File: config.mk
export PLATFORM = sky130hd
export DESIGN_NAME = food_ctrl
export DESIGN_NICKNAME = d
export VERILOG_FILES = /design/src/rtl/food_ctrl.sv
export SDC_FILE = /design/constraint.sdc
export NUM_CORES = 1
export LEC_CHECK = 0
export CAP_MARGIN = 0
export CORE_MARGIN = 5
export CORE_UTILIZATION = 40
export CTS_CLUSTER_SIZE = 30
export DETAILED_ROUTE_END_ITERATION = 6
export PLACE_DENSITY = 0.65
export SLEW_MARGIN = 10
export SYNTH_ARGS = -nofsm -noshare
export SYNTH_HDL_FRONTEND = slang
export SYNTH_SLANG_ARGS = --single-unit
File: constraint.sdc
create_clock -name clk -period 5 [get_ports clk]
set_input_delay 1 -clock clk [delete_from_list [all_inputs] [get_ports clk]]
set_output_delay 1 -clock clk [all_outputs]
set_load 0.02 [all_outputs]
File: src/rtl/food_ctrl.sv
// food_ctrl: places food on a free cell of the snake playfield and flags when the head eats it.
// Latency: placement needs one full body-stream pass after a legal candidate; o_eat registers one cycle after the eating head element.
// Backpressure: none; the position stream is observed passively and never stalled, and i_success overrides everything.
//
// Ports:
//   clk, rst_n                       clock, asynchronous active-low reset
//   i_pos_x/y/first/last/valid       body position stream (head first, tail last)
//   i_success                        snake reached maximum length; freeze in DONE
//   o_eat                            one-cycle grow pulse to the snake
//   o_food_x/y, o_food_valid         food position and its display qualifier

module food_ctrl #(
  parameter int          GAME_WIDTH  = 30,
  parameter int          GAME_HEIGHT = 14,
  parameter logic [15:0] LFSR_SEED   = 16'hACE1
) (
  input  logic       clk,
  input  logic       rst_n,
  input  logic [4:0] i_pos_x,
  input  logic [3:0] i_pos_y,
  input  logic       i_pos_first,
  input  logic       i_pos_last,
  input  logic       i_pos_valid,
  input  logic       i_success,
  output logic       o_eat,
  output logic [4:0] o_food_x,
  output logic [3:0] o_food_y,
  output logic       o_food_valid
);

  typedef enum logic [2:0] {
    PICK   = 3'd0,
    SYNC   = 3'd1,
    SCAN   = 3'd2,
    PLACED = 3'd3,
    DONE   = 3'd4
  } state_t;

  // Playfield limits held at 6 bits so a 31-wide field still compares correctly.
  localparam logic [5:0] C_X_MAX = 6'(GAME_WIDTH);
  localparam logic [5:0] C_Y_MAX = 6'(GAME_HEIGHT);

  state_t      r_state;
  logic [15:0] r_lfsr;
  logic [4:0]  r_food_x;
  logic [3:0]  r_food_y;
  logic        r_food_valid;
  logic        r_eat;

  logic        w_lfsr_fb;
  logic [4:0]  w_cand_x;
  logic [3:0]  w_cand_y;
  logic [5:0]  w_cand_x6;
  logic [5:0]  w_cand_y6;
  logic        w_cand_ok;
  logic        w_hit;
  logic        w_head;

  // Fibonacci taps 16,14,13,11 (bits 15,13,12,10), shifted in at bit 0.
  assign w_lfsr_fb = r_lfsr[15] ^ r_lfsr[13] ^ r_lfsr[12] ^ r_lfsr[10];

  assign w_cand_x  = r_lfsr[4:0];
  assign w_cand_y  = r_lfsr[8:5];
  assign w_cand_x6 = {1'b0, w_cand_x};
  assign w_cand_y6 = {2'b00, w_cand_y};

  // Candidate must sit strictly inside the walls.
  assign w_cand_ok = (w_cand_x6 >= 6'd1) && (w_cand_x6 <= C_X_MAX) &&
                     (w_cand_y6 >= 6'd1) && (w_cand_y6 <= C_Y_MAX);

  assign w_hit  = (i_pos_x == r_food_x) && (i_pos_y == r_food_y);
  assign w_head = i_pos_valid && i_pos_first;

  always_ff @(posedge clk or negedge rst_n) begin
    if (!rst_n) begin
      r_state      <= PICK;
      r_lfsr       <= LFSR_SEED;
      r_food_x     <= 5'd0;
      r_food_y     <= 4'd0;
      r_food_valid <= 1'b0;
      r_eat        <= 1'b0;
    end else begin
      // The LFSR free-runs regardless of state so retries see fresh values.
      r_lfsr <= {r_lfsr[14:0], w_lfsr_fb};
      r_eat  <= 1'b0;

      if (i_success) begin
        // Success wins over any eat happening on the same edge.
        r_state      <= DONE;
        r_food_valid <= 1'b0;
      end else begin
        case (r_state)
          PICK: begin
            if (w_cand_ok) begin
              r_food_x <= w_cand_x;
              r_food_y <= w_cand_y;
              r_state  <= SYNC;
            end
          end

          // Align to the head so the scan covers one complete body pass;
          // the head element itself is the first comparison.
          SYNC: begin
            if (w_head) begin
              if (w_hit) begin
                r_state <= PICK;
              end else if (i_pos_last) begin
                r_state      <= PLACED;
                r_food_valid <= 1'b1;
              end else begin
                r_state <= SCAN;
              end
            end
          end

          SCAN: begin
            if (i_pos_valid) begin
              if (w_hit) begin
                r_state <= PICK;
              end else if (i_pos_last) begin
                r_state      <= PLACED;
                r_food_valid <= 1'b1;
              end
            end
          end

          // Only the head can eat; body segments over the food are ignored.
          PLACED: begin
            if (w_head && w_hit) begin
              r_eat        <= 1'b1;
              r_food_valid <= 1'b0;
              r_state      <= PICK;
            end
          end

          DONE: begin
            r_food_valid <= 1'b0;
          end

          default: begin
            r_state      <= PICK;
            r_food_valid <= 1'b0;
          end
        endcase
      end
    end
  end

  assign o_eat        = r_eat;
  assign o_food_x     = r_food_x;
  assign o_food_y     = r_food_y;
  assign o_food_valid = r_food_valid;

endmodule

# Word level (Yosys, flattened, before mapping)
# Cells that the tools add are included.
[word_totals]
out_inout_bits = 11
ff_bits = 30
[classes]
magnitude_cmp = 4
eq_ne = 13
reduce_logical = 10
bitwise = 4
n_mux = 20
[op_table]
columns = ["operator", "count"]
rows = [
  ["$mux 3", 7],
  ["$pmux 3 s5", 1],
  ["$ne 3x3->1 const B", 4],
  ["$mux 1", 10],
  ["$eq 3x2->1 const B", 2],
  ["$logic_and 1x1->1", 6],
  ["$reduce_and 6->1", 1],
  ["$eq 5x5->1", 1],
  ["$ge 5x1->1 const B", 1],
  ["$le 5x5->1 const B", 1],
  ["$eq 4x4->1", 1],
  ["$ge 4x1->1 const B", 1],
  ["$le 4x4->1 const B", 1],
  ["$ne 2x2->1 const B", 2],
  ["$ne 4x4->1 const B", 1],
  ["$pmux 1 s4", 1],
  ["$reduce_and 4->1", 1],
  ["$eq 3x1->1 const B", 1],
  ["$eq 3x3->1 const B", 1],
  ["$logic_not 3->1", 1],
  ["$reduce_and 3->1", 1],
  ["$xor 1x1->1", 3],
  ["$mux 2", 1],
  ["$not 1->1", 1],
]

# Logic depth before layout (Yosys ltp)
[logic_depth]
word_depth = 7
mapped_depth = 5
ltp_nobuf = 5

# Least setup slack after synthesis
# No wires, ideal clock.
[synth_path]
kind = "input port to flip-flop"
start = "input port i_pos_y[1]"
end = "register r_state[0]"
setup_ns = 0.120
t_arrival_ns = 2.057
cell_stages = 5
n_path_buf = 0
setup_slack_ns = 2.823
path_cell_list = "xnor2_1 -> nand3_1 -> nor4_1 -> a211oi_1 -> o211a_1"
[synth_via]
elab_chain_len = 6
word_cells_on_any_way = 12
[synth_rtl]
columns = ["element", "line", "text"]
rows = [
  ["start, declared", "20", "input logic [3:0] i_pos_y,"],
  ["$eq 4x4->1 (*)", "71", "assign w_hit = (i_pos_x == r_food_x) && (i_pos_y == r_food_y);"],
  ["$logic_and 1x1->1 (*)", "71", ""],
  ["$mux 3 or $mux 2 (tied branches)", "118, 105", ""],
  ["$mux 3 (on tied branches)", "117, 104", ""],
  ["$pmux 3 s5", "92", "case (r_state)"],
  ["$mux 3", "87", "if (i_success) begin"],
  ["end signal, assigned", "89", "r_state <= DONE;"],
  ["end signal, assigned", "119", "r_state <= PICK;"],
  ["end signal, assigned", "121", "r_state <= PLACED;"],
  ["end, declared", "43", "state_t r_state;"],
]
# Every way passes the cells marked *; elsewhere a longest branch is shown, timed or not. The select of a mux whose other input is x is not followed.
# A chain may end at the register's enable or synchronous reset.

# Worst setup path after layout
# Ends and elaborated chain as after synthesis.

==> flow_summary.toml <==
[outcome]
status = "completed"

[finish]
finalNetCount = 138
design_area_um2 = 1570
synthToLayoutAreaGrowth_pct = 29.2
diodes = 0
drive_gt1_share_pct = 24.2

[clock_network]
clkSinkCount = 30
post_cts_resized = 0
cts-buffers-inserted = 5
cts_tree = "done"
clock_path_buffers = 2
cts_root_buf = "clkbuf_4"
postCtsSetupRepairBufs = 0
cts.clk_slew.worst_paths_ns = 0.09
hold_buffers = 0
htreeDepth = 2
clk_latency_ns = 0.31

[sta]
finalSetupViolations = 0
tns_ns = 0
relSlewSlack_pct = 45.7
fmax_mhz = 375
grt_setup_unrepaired = "false"
post-route-period-util_pct = 53.3
worst-slew-pin-transition_ns = 0.807
skew_ns = 0.00436
drv_slew = 0
finalCriticalPeriod_ns = 2.67
hold_violations = 0

[worst_hold_path]
hold_path.class = "register to register"

[global_routing]
antenna_found_initial = 0
grt.overflow.total = 0
grtUsageTotal_pct = 11.8
grt_max_degree = 31
grt_first_pass_wirelength_um = 3710
grt_pass1_vias = 799

[placed_design]
dpl-instance-area_um2 = 1510
port_buffers = 25
place_congestion = 0.735
dp_hpwl_um = 1610

[die]
initial_core_util_pct = 40.8
ioPinCount = 26
dieArea_um2 = 4240
rows = 20
design.core.area_um2 = 2980
die_w_um = 65.1
die_y_um = 65.1

[logic_synthesis]
synthArstFlopShare_pct = 100
ys_warn_count = 0
syn_area_um2 = 1210
yosysSeqAreaShare_pct = 62.6
synthTopCellsByArea = "dfrtp_1, dfstp_2, mux2_2"
synth.top_cell.area_share_pct = 45.3
syn_avg_cell_area_um2 = 13.4
synth_edf_count = 0
syn_inst = 91
ys.flop_type = "dfrtp_1"
synth_top_cell_by_area = "dfrtp_1"
ys_seq_elements = 30
yosys.cell_types.count = 28
synth_nets = 106

[power_and_ir_drop]
total_power_uw = 406
p_leak_uw = 0.000676
ir_worst_vdd_mv = 0.157
cellPowerDensity_nw_per_um2 = 259

[route]
wl_per_cell_um = 13.9
vias = 813
postRouteWirelength_um = 2190
viasPerCell = 5.18
drcViolationCount = 0
first_iter_violations = 19
drt_pass1_iterations = 4
ant_nets = 0

[worst_setup_path]
cp-start-kind = "input port"
worstPathArrival_ns = 2.88
path_max_fanout = 6
crit_type = "input port to register"
crit_required_ns = 5.21
rrSetupSlack_ns = 3.02
cp-end-kind = "register"

[job]
cap_violations = 0
## layer usage
| layer | wire, um | up-vias | share of wire, % | GRT usage [%] |
|---|---|---|---|---|
| met5 | 0 | - | 0 | 0 |
| met4 | 31 | 0 | 1.4 | 6.99 |
| met3 | 98 | 4 | 4.5 | 3.76 |
| met2 | 1050 | 19 | 48 | 17.6 |
| met1 | 1010 | 397 | 46 | 14.9 |
| li1 | - | 393 | - | - |
## cell type report
cell class                 instances  area [um2]
fill                             259        1410
sequential                        30         761
multi-input combinational         58         443
timing repair buffer              26         258
clock buffer                       7        55.1
tap                               33        41.3
inverter                           2        7.51
clock inverter                     1        5.00
## flip-flops by register name, indices dropped and copies added, names as in the netlist
signal        count
o_eat             1
o_food_valid      1
o_food_x          5
o_food_y          4
r_lfsr           16
r_state           3
## worst max-delay path, cell delays in order
cell             delay (ns)
clkdlybuf4s50_1        0.42
xnor2_1                0.22
nand3_1                0.14
nor4_1                 0.69
a211oi_1               0.16
o211a_1                0.25
## report_power, final
part	total (uW)	leakage, uW	internal [uW]	switching (uW)
logic	22.5	0.000255	12.8	9.69
clock network	141	0.0000353	68.0	73.1
registers	243	0.000385	243	0.000000431
total	406	0.000676	324	82.8
## cell usage in the layout, fill, tap and decap left out, types with 2 or more instances in the layout
cell / n
clkdlybuf4s50_1: 25
dfrtp_1: 22
xnor2_1: 9
mux2_2: 9
dfstp_2: 8
clkbuf_4: 5
nand3_1: 4
nor2_1: 4
nand2_1: 4
xor2_1: 3
nor3_1: 3
nor4_1: 2
inv_1: 2
a21boi_0: 2
a21oi_1: 2
a31oi_1: 2
or4_1: 2
## kinds of logic after synthesis
logic type	Yosys count	share of synthesized area, %
AO/OA/AOI/OAI	13	8.34
XOR/XNOR	12	8.65
multiplexers	9	8.34
buffers and inverters	3	0.927
AND/OR/NAND/NOR	24	11.1
flip-flops	30	62.6
## path summary, 6_finish.rpt
path / cells past startpoint / end / from
worst max-delay path: 6 / r_state[0]$_DFFE_PN0P_ / i_pos_y[1]
worst min-delay path: 0 / r_lfsr[15]$_DFF_PN1_ / r_lfsr[14]$_DFF_PN0_
worst max register to register: 5 / r_state[0]$_DFFE_PN0P_ / o_food_y[1]$_DFFE_PN0P_
worst min register to register: 0 / r_lfsr[15]$_DFF_PN1_ / r_lfsr[14]$_DFF_PN0_
max in group asynchronous: 2 / r_lfsr[7]$_DFF_PN1_ / rst_n
min in group asynchronous: 2 / r_lfsr[14]$_DFF_PN0_ / rst_n
## Yosys cell counts, drive strengths merged (3+ instances only)
| master | instances |
|---|---|
| dfrtp | 22 |
| dfstp | 8 |
| mux2 | 9 |
| nand2 | 4 |
| nand3 | 4 |
| nor2 | 4 |
| nor3 | 4 |
| xnor2 | 9 |
| xor2 | 3 |
## stage by stage
stage          std cells  hold WS (ns)  worst slack (ns)  util (%)
4_1_cts              157         0.363              2.34      52.7
5_1_grt              157         0.377              2.19      52.7
3_3_place_gp         149         0.337              2.07      50.7
2_1_floorplan         91         0.333              2.82         -
3_5_place_dp         149         0.346              2.01      50.7
6_report             157         0.358              2.33      52.7
No activity file was read; power rests on OpenSTA's default activity.
